File: src/rtl/fifo_wrapper_pkg.sv
// ----------------------------------------------------------------------------
// fifo_wrapper_pkg
// Shared types and helpers for the fifo_wrapper block.
//   op_e     : per-cycle handshake outcome, encoded as {pop, push}
//   ptr_inc  : ring-pointer increment that wraps from depth-1 back to 0,
//              so DEPTH does not have to be a power of two
// ----------------------------------------------------------------------------
package fifo_wrapper_pkg;

    typedef enum logic [1:0] {
        OP_IDLE = 2'b00,
        OP_PUSH = 2'b01,
        OP_POP  = 2'b10,
        OP_BOTH = 2'b11
    } op_e;

    function automatic int unsigned ptr_inc(input int unsigned ptr,
                                            input int unsigned depth);
        if (ptr == (depth - 32'd1)) begin
            return 32'd0;
        end else begin
            return ptr + 32'd1;
        end
    endfunction

endpackage

File: src/rtl/fifo_ram.sv
// ----------------------------------------------------------------------------
// fifo_ram
// DEPTH x WIDTH storage array: one synchronous write port and one
// asynchronous (combinational) read port. Contents are never reset.
//   clk    : write clock (rising edge)
//   we     : write enable
//   waddr  : write address
//   wdata  : write data
//   raddr  : read address
//   rdata  : read data, combinational from raddr
// ----------------------------------------------------------------------------
module fifo_ram #(
    parameter int WIDTH = 8,
    parameter int DEPTH = 128,
    parameter int AW    = $clog2(DEPTH)
) (
    input  logic             clk,
    input  logic             we,
    input  logic [AW-1:0]    waddr,
    input  logic [WIDTH-1:0] wdata,
    input  logic [AW-1:0]    raddr,
    output logic [WIDTH-1:0] rdata
);

    logic [WIDTH-1:0] mem_r [0:DEPTH-1];

    // Storage write port: one word per rising edge when enabled.
    always_ff @(posedge clk) begin
        if (we) begin
            mem_r[waddr] <= wdata;
        end
    end

    assign rdata = mem_r[raddr];

endmodule

File: src/rtl/fifo_wrapper.sv
// ----------------------------------------------------------------------------
// fifo_wrapper
// First-word-fall-through FIFO with valid/ready handshakes on both sides.
// A word pushed at edge N is visible at the output after edge N; there is no
// same-cycle bypass. Flags are decoded from the registered occupancy only, so
// there is no combinational path between the two handshake sides.
//
// Ports:
//   clk          : clock, rising edge
//   reset        : asynchronous active-high reset (clears pointers and count)
//   input_data   : write data
//   input_valid  : producer offers input_data
//   input_ready  : FIFO can accept a word (count < DEPTH)
//   output_data  : head-of-queue word (don't-care while output_valid=0)
//   output_valid : head word valid (count != 0)
//   output_ready : consumer accepts the head word
//   count        : occupancy, only present when FIFO_WRAPPER_COUNT_EN is defined
//
// Build option: define FIFO_WRAPPER_COUNT_EN to expose the occupancy port.
// ----------------------------------------------------------------------------
module fifo_wrapper
    import fifo_wrapper_pkg::*;
#(
    parameter int WIDTH = 8,
    parameter int DEPTH = 128
) (
    input  logic             clk,
    input  logic             reset,
    input  logic [WIDTH-1:0] input_data,
    input  logic             input_valid,
    output logic             input_ready,
    output logic [WIDTH-1:0] output_data,
    output logic             output_valid,
    input  logic             output_ready
`ifdef FIFO_WRAPPER_COUNT_EN
    ,
    output logic [$clog2(DEPTH+1)-1:0] count
`endif
);

    localparam int PTR_W = $clog2(DEPTH);
    localparam int CNT_W = $clog2(DEPTH + 1);

    logic [PTR_W-1:0] wr_ptr_r;
    logic [PTR_W-1:0] rd_ptr_r;
    logic [CNT_W-1:0] count_r;

    logic [PTR_W-1:0] wr_ptr_nxt_s;
    logic [PTR_W-1:0] rd_ptr_nxt_s;
    logic [CNT_W-1:0] count_nxt_s;
    logic             push_s;
    logic             pop_s;
    op_e              op_s;

    // Flags come from the occupancy register alone; a pop while full does
    // not open input_ready until the following cycle.
    assign input_ready  = (count_r < CNT_W'(DEPTH));
    assign output_valid = (count_r != CNT_W'(0));
    assign push_s       = input_valid && input_ready;
    assign pop_s        = output_valid && output_ready;

`ifdef FIFO_WRAPPER_COUNT_EN
    assign count = count_r;
`endif

    // Next-state for both ring pointers and the occupancy counter.
    always_comb begin
        op_s         = op_e'({pop_s, push_s});
        wr_ptr_nxt_s = wr_ptr_r;
        rd_ptr_nxt_s = rd_ptr_r;
        count_nxt_s  = count_r;

        if (push_s) begin
            wr_ptr_nxt_s = PTR_W'(ptr_inc(32'(wr_ptr_r), 32'(DEPTH)));
        end else begin
            wr_ptr_nxt_s = wr_ptr_r;
        end

        if (pop_s) begin
            rd_ptr_nxt_s = PTR_W'(ptr_inc(32'(rd_ptr_r), 32'(DEPTH)));
        end else begin
            rd_ptr_nxt_s = rd_ptr_r;
        end

        // Simultaneous push and pop leaves occupancy unchanged.
        case (op_s)
            OP_PUSH: count_nxt_s = count_r + CNT_W'(1);
            OP_POP:  count_nxt_s = count_r - CNT_W'(1);
            OP_BOTH: count_nxt_s = count_r;
            OP_IDLE: count_nxt_s = count_r;
            default: count_nxt_s = count_r;
        endcase
    end

    // Pointer and occupancy registers; reset drops all stored words at once.
    always_ff @(posedge clk or posedge reset) begin
        if (reset) begin
            wr_ptr_r <= PTR_W'(0);
            rd_ptr_r <= PTR_W'(0);
            count_r  <= CNT_W'(0);
        end else begin
            wr_ptr_r <= wr_ptr_nxt_s;
            rd_ptr_r <= rd_ptr_nxt_s;
            count_r  <= count_nxt_s;
        end
    end

    fifo_ram #(
        .WIDTH (WIDTH),
        .DEPTH (DEPTH),
        .AW    (PTR_W)
    ) u_ram (
        .clk   (clk),
        .we    (push_s),
        .waddr (wr_ptr_r),
        .wdata (input_data),
        .raddr (rd_ptr_r),
        .rdata (output_data)
    );

endmodule

File: config.mk
export PLATFORM = sky130hd
export DESIGN_NAME = fifo_wrapper
export DESIGN_NICKNAME = d
export VERILOG_FILES = /design/src/rtl/fifo_wrapper_pkg.sv /design/src/rtl/fifo_ram.sv /design/src/rtl/fifo_wrapper.sv
export SDC_FILE = /design/constraint.sdc
export NUM_CORES = 1
export LEC_CHECK = 0
export ABC_CLOCK_PERIOD_IN_PS = 4800
export CAP_MARGIN = 20
export CORE_ASPECT_RATIO = 1.4
export CORE_MARGIN = 2
export CORE_UTILIZATION = 50
export DETAILED_ROUTE_END_ITERATION = 10
export PLACE_DENSITY_LB_ADDON = 0.12
export REMOVE_ABC_BUFFERS = 1
export SETUP_SLACK_MARGIN = 0.05
export SYNTH_ARGS = -nofsm -noshare
export SYNTH_HDL_FRONTEND = slang
export SYNTH_SLANG_ARGS = --single-unit
File: constraint.sdc
create_clock -name clk -period 4.8 [get_ports clk]
set_clock_uncertainty 0.05 [all_clocks]
set_input_delay 0.96 -clock clk [delete_from_list [all_inputs] [get_ports clk]]
set_output_delay 0.96 -clock clk [all_outputs]
set_load 0.02 [all_outputs]
-- Word level (Yosys, flattened, before mapping)
Memory sizes are Yosys's and may differ from the RTL's.
Index checks and enable logic that the tools add are counted.
- logic and storage cells: 24
- flip-flop bits (word level): 22
- RAM bits: 1024
- output and inout port bits: 10
- memories: 1
- eq/ne operators: 5
- mux-type cells: 5
- add/sub/neg operators: 4
- $lt $le $gt $ge: 1
- reductions and logical operators: 5
- memory list (name ; depth ; bits a word ; rd ports ; clocked after Yosys merged registers in ; wr ports ; line ; source):
    u_ram.mem_r ; 128 ; 8 ; 1 ; 0 ; 1 ; fifo_ram.sv:25 ; logic [WIDTH-1:0] mem_r [0:DEPTH-1];
- operators by type and width (operator ; count):
    $pmux 8 s2 ; 1
    $add 7x1->7 const B ; 2
    $eq 7x7->1 const B ; 2
    $mux 7 ; 2
    $add 8x1->8 const B ; 1
    $lt 8x8->1 const B ; 1
    $reduce_bool 8->1 ; 1
    $sub 8x1->8 const B ; 1
    $eq 2x2->1 const B ; 2
    $eq 2x1->1 const B ; 1
    $logic_and 1x1->1 ; 2
    $logic_not 2->1 ; 1
    $mux 1 ; 2
    $reduce_or 2->1 ; 1

-- Longest topological paths before layout
- depth in word-level cells: 4
- depth in mapped cells: 13
- gate-level depth less buffers: 11

-- By module
Synthesis repeated with hierarchy kept, for this count alone.
- cell total of the unflattened synthesis: 1760
- area, all modules: 40800.4 µm²
- by module, submodules not included (module ; sequential area each (µm²) ; cells an instance ; area each (µm²) ; instances):
    fifo_ram ; 30749.5 ; 1627 ; 39505.4 ; 1
    fifo_wrapper ; 550.5 ; 133 ; 1295.0 ; 1

-- Least setup slack after synthesis
Ideal clock, no wire load.
- path kind: input port to flip-flop
- from: input port input_valid
- to: register count_r[7]
- setup slack: 1.317 ns
- arrival: 3.347 ns
- buffers on the path: 2
- setup time: 0.087 ns
- required time: 4.663 ns
- stages: 12
- cells stage by stage: nor2b_1 -> clkbuf_1 -> inv_1 -> clkbuf_1 -> ha_1 -> ha_1 -> a21o_1 -> a21oi_1 -> o21a_1 -> o21ai_0 -> a2111o_1 -> o211ai_1
- longest elaborated chain between the ends: 3
- elaborated cells on any way between the ends: 7
- RTL lines (item ; line ; source):
    start: declaration ; fifo_wrapper.sv:30 ; input logic input_valid,
    $logic_and 1x1->1 (*) ; fifo_wrapper.sv:59 ; assign push_s = input_valid && input_ready;
    $eq 2x2->1, or another cell as far along ; fifo_wrapper.sv:86 ; case (op_s)
    $pmux 8 s2 / $reduce_or 2->1 (equally long branches) ; -- ;
    end signal: assignment ; fifo_wrapper.sv:104 ; count_r <= count_nxt_s;
    end: declaration ; fifo_wrapper.sv:46 ; logic [CNT_W-1:0] count_r;
Mark *: on every way between the ends. The rest lies on a longest branch, timed or not.
A chain may end at the register's enable or synchronous reset.

-- Final worst setup path
- from: register rd_ptr_r[0]
- to: output port output_data[0]
- longest elaborated chain between the ends: 1
- RTL lines (item ; line ; source):
    start: declaration ; fifo_wrapper.sv:45 ; logic [PTR_W-1:0] rd_ptr_r;
    start signal: assignment ; fifo_wrapper.sv:103 ; rd_ptr_r <= rd_ptr_nxt_s;
    $mem_v2 128x8 ; -- ;
    end: declaration ; fifo_wrapper.sv:32 ; output logic [WIDTH-1:0] output_data,
No other way between the ends.

==> results by group <==
Outcome
  • Run status: finished clean

Timing
  • Hold violation count in the final report: 0
  • Worst Tran Pin Value: 1040 ps
  • Min Tclk post-route: approximately 4700 ps
  • Count of final max-slew check failures: 0
  • Final setup viols: 0
  • Setup repair after global routing missed its margin: true
  • FMAX: between 200 and 250 MHz
  • Worst slew margin: a little under a third
  • Period Utilization, post-route: a little over nine tenths

Critical path
  • Critical path launch point: rd_ptr_r[0]
  • Path type of the worst setup path: flop to output port
  • Maximum single-stage delay on the critical path: 440 ps
  • Worst Path Buf+Inv: 5
  • Critical-path top delay cell: dfrtp_4
  • Required time worst endpoint: between 3000 and 4000 ps
  • Element type at the critical path start: flop
  • Reg-to-reg critical path startpoint: count_r[2]
  • Max Fanout on Critical Path: 16
  • Worst-path cell chain: buf_12, buf_12, buf_4, mux2i_1, o22ai_1, nor3_1, a211oi_1, buf_4, o221ai_1, o31ai_2, dlygate4sd2_1
  • Data arrival, critical path: 3670 ps
  • Crit path capture type: output port
  • Top Family by Delay on Critical Path: buffers and inverters

Logic synthesis
  • Post-synthesis instance area: 0.0413 mm2
  • Synthesized area per cell: ~20 um2
  • Synth warnings: 0
  • Synthesized-area fraction occupied by and/or/nand/nor cells: 3.18%
  • Synth Instances: slightly above 2000
  • Share of synthesized flip-flops with an asynchronous set or reset: roughly 2.1%
  • Area fraction of the dominant cell type after synthesis: between 70% and 80%
  • Post-Synth XOR/XNOR Area: less than 1%
  • Combinational family with the most area after synthesis: multiplexers
  • Post-synth top area cell: edfxtp_1
  • Flop and latch count out of synthesis: about 1000
  • Compound-Gate Fraction of Synth Area: under 10%
  • Post-Synth Adder-Cell Area: 0.321%
  • Register area share after synthesis: roughly three quarters
  • Most frequently used flop master after synthesis: edfxtp_1
  • Synth area leaders: edfxtp_1, mux4_2, mux2i_1
  • Count of unique library cells instantiated by Yosys: 47
  • Post-synth EDFFs: just over 1000
  • Multiplexer share of the synthesized area: between 10% and 20%

Final layout
  • Fraction of final layout cells sized beyond drive strength 1: ~22%
  • Final Instance Count excl. Fillers: between 3000 and 4000
  • Fin nets: ~2200
  • Number of fill cells in the layout: between 6000 and 7000
  • Register area: between 0.03 and 0.04 mm2
  • Antenna diode instance count: 0
  • Area overhead of the layout relative to synthesis: 12.3%
  • Area of the multi-input gates: 0.00932 mm2

Placement
  • Detail Placement HPWL: between 50000 and 60000 um
  • Port Buf Inserts: 21
  • Placed Cells: between 3000 and 4000
  • Placer congestion estimate: a little over 0.8

Floorplan
  • Die X-Extent: about 250 um
  • Die Y: 344 um
  • Count of boundary I/O pins: 22
  • Die Area: roughly 0.085 mm2
  • Starting density of the core: about 51%
  • Area of the core: 0.0818 mm2
  • Cell row count: 124

Global route
  • Wire length of the first global-routing pass: between 100000 and 150000 um
  • Global route total overflow: 0
  • Gr usage total: 22.4%
  • Number of antenna violations at the first check in global routing: 0
  • Via count of the first global-routing pass: 20400
  • Largest net degree at the start of global routing: between 90 and 100

Detailed routing
  • Residual antenna-violating net count after detailed routing: 0
  • Residual DRC: 0
  • Routed via count divided by cell count: roughly 6.0
  • Number of vias in the routed layout: ~20000
  • Post-DR wirelength/cell: 28.3 um
  • Number of iterations in the first detailed-routing pass: 5
  • Total wire length: about 93000 um
  • Number of design-rule violations left by the first detailed-router iteration: 1727

Power
  • Power density normalized to cell area: approximately 560 mW/mm2
  • Leakage power of the design: 14.9 nW
  • Total chip power: approximately 26 mW
  • IR drop worst, VDD: about 0.00043 V

Clock tree
  • Buffer depth of the longest clock path: 3
  • Skew-Pair Late Insertion Delay: between 600 and 700 ps
  • Clock tree from TritonCTS: done
  • Worst-path clk slew: ~70 ps
  • Total clock sinks: roughly 1000
  • H-tree level count: 3
  • Clk root buf: clkbuf_16
  • Number of clock buffers inserted by TritonCTS: 94
  • Hold_buf cts: 0

Min path
  • Hold Crit Class: flop to flop
  • Hold path start: count_r[0]

Flow run
  • Max capacitance violation total: 0
-- logic make-up (layout without fill, tap and decap cells) --
group,after synthesis,in the layout
mux,386,386
xor+xnor,14,14
flops,1046,1046
simple gates,295,295
compound gates,179,179
fa+ha+maj,10,10
buf+inv,129,303
-- repair_timing --
action | in CTS | in global routing
setup buffers | 4 | 0
pin swaps | 0 | 0
resized for setup | 8 | 11
cloned | 1 | 0
endpoints found under the setup margin | 8 | 7
-- stage by stage --
step / cell area [um2] / setup WS (ps) / hold WS (ps) / util (%) / setup TNS [ps]
floorplan: 40600 / -9450 / 428 / - / -130800
global placement: 43000 / 352 / 452 / 52.6 / 0
detailed placement: 43000 / 393 / 468 / 52.6 / 0
CTS: 46200 / 55.7 / 484 / 56.5 / 0
global route: 46400 / 24.1 / 497 / 56.7 / 0
finish: 46400 / 124 / 485 / 56.7 / 0
-- path summary, 6_finish.rpt --
path / endpoint / slack, ps / depth (start not counted)
max reg2reg: count_r[7] / 1570 / 11
min reg2reg: count_r[0] / 490 / 1
max in group asynchronous: rd_ptr_r[0] / 3700 / 3
max: output_data[0] / 120 / 11
min in group asynchronous: count_r[6] / 550 / 2
min: count_r[0] / 490 / 1
-- state kept, by name (all words and copies together) (netlist names) --
name / cells
wr_ptr_r: 7
count_r: 8
rd_ptr_r: 7
u_ram.mem_r: 1024
-- area by class of cell --
class / instances / area share, %
tap: 1071 / 2.89
inverter: 11 / 0.0890
multi-input combinational: 884 / 20.1
clock buffer: 123 / 5.40
timing repair buffer: 119 / 2.64
sequential: 1046 / 67.5
clock inverter: 50 / 1.36
-- worst reg2reg max path: cells and delay by family, from the launching register on --
family | cells | cell delay [ps]
AO/OA/AOI/OAI | 7 | 1410
adder cells (fa/ha/maj) | 2 | 650
AND/OR/NAND/NOR | 1 | 460
flip-flops | 1 | 400
buffers and inverters | 1 | 200
-- cells in the final DEF (no fill, tap or decap), drive strengths merged, types with 10 or more instances in the layout --
| cell | n |
|---|---|
| a211oi | 57 |
| a21oi | 31 |
| buf | 111 |
| bufinv | 13 |
| clkbuf | 123 |
| clkinv | 32 |
| dfrtp | 22 |
| edfxtp | 1024 |
| inv | 13 |
| mux2i | 177 |
| mux4 | 208 |
| nand2 | 32 |
| nand3 | 10 |
| nor2 | 169 |
| nor2b | 24 |
| nor3 | 20 |
| nor4 | 10 |
| o22ai | 48 |
| o31ai | 10 |
-- Yosys cell counts (7+ instances only) --
cell and n:
a211oi_1 57, a21oi_1 30, buf_1 9, buf_2 16, buf_4 12, buf_6 22
clkbuf_1 57, dfrtp_1 22, edfxtp_1 1024, ha_1 9, inv_1 11, mux2i_1 177
mux4_2 208, nand2_1 32, nand3_1 10, nor2_1 169, nor2b_1 24, nor3_1 20
nor4_1 10, o21ai_0 7, o221ai_1 8, o22ai_1 48, o31ai_1 9, o41ai_1 8
or2_2 7, xnor2_1 9
-- where the power goes --
part / internal, mW / total [mW] / switching [mW]
combinational: 3.48 / 8.02 / 4.54
sequential: 10.2 / 10.4 / 0.194
clock: 4.39 / 7.66 / 3.26
-- metal layers --
metal | up-vias | wire [um] | global-route usage, %
met2 | 509 | 48800 | 38.6
met4 | 0 | 2130 | 6.19
met1 | 10600 | 38200 | 30.0
li1 | 8631 | - | -
met3 | 120 | 4350 | 3.07
met5 | - | 0 | 0
Note: power is estimated with default switching activity, not from simulation.
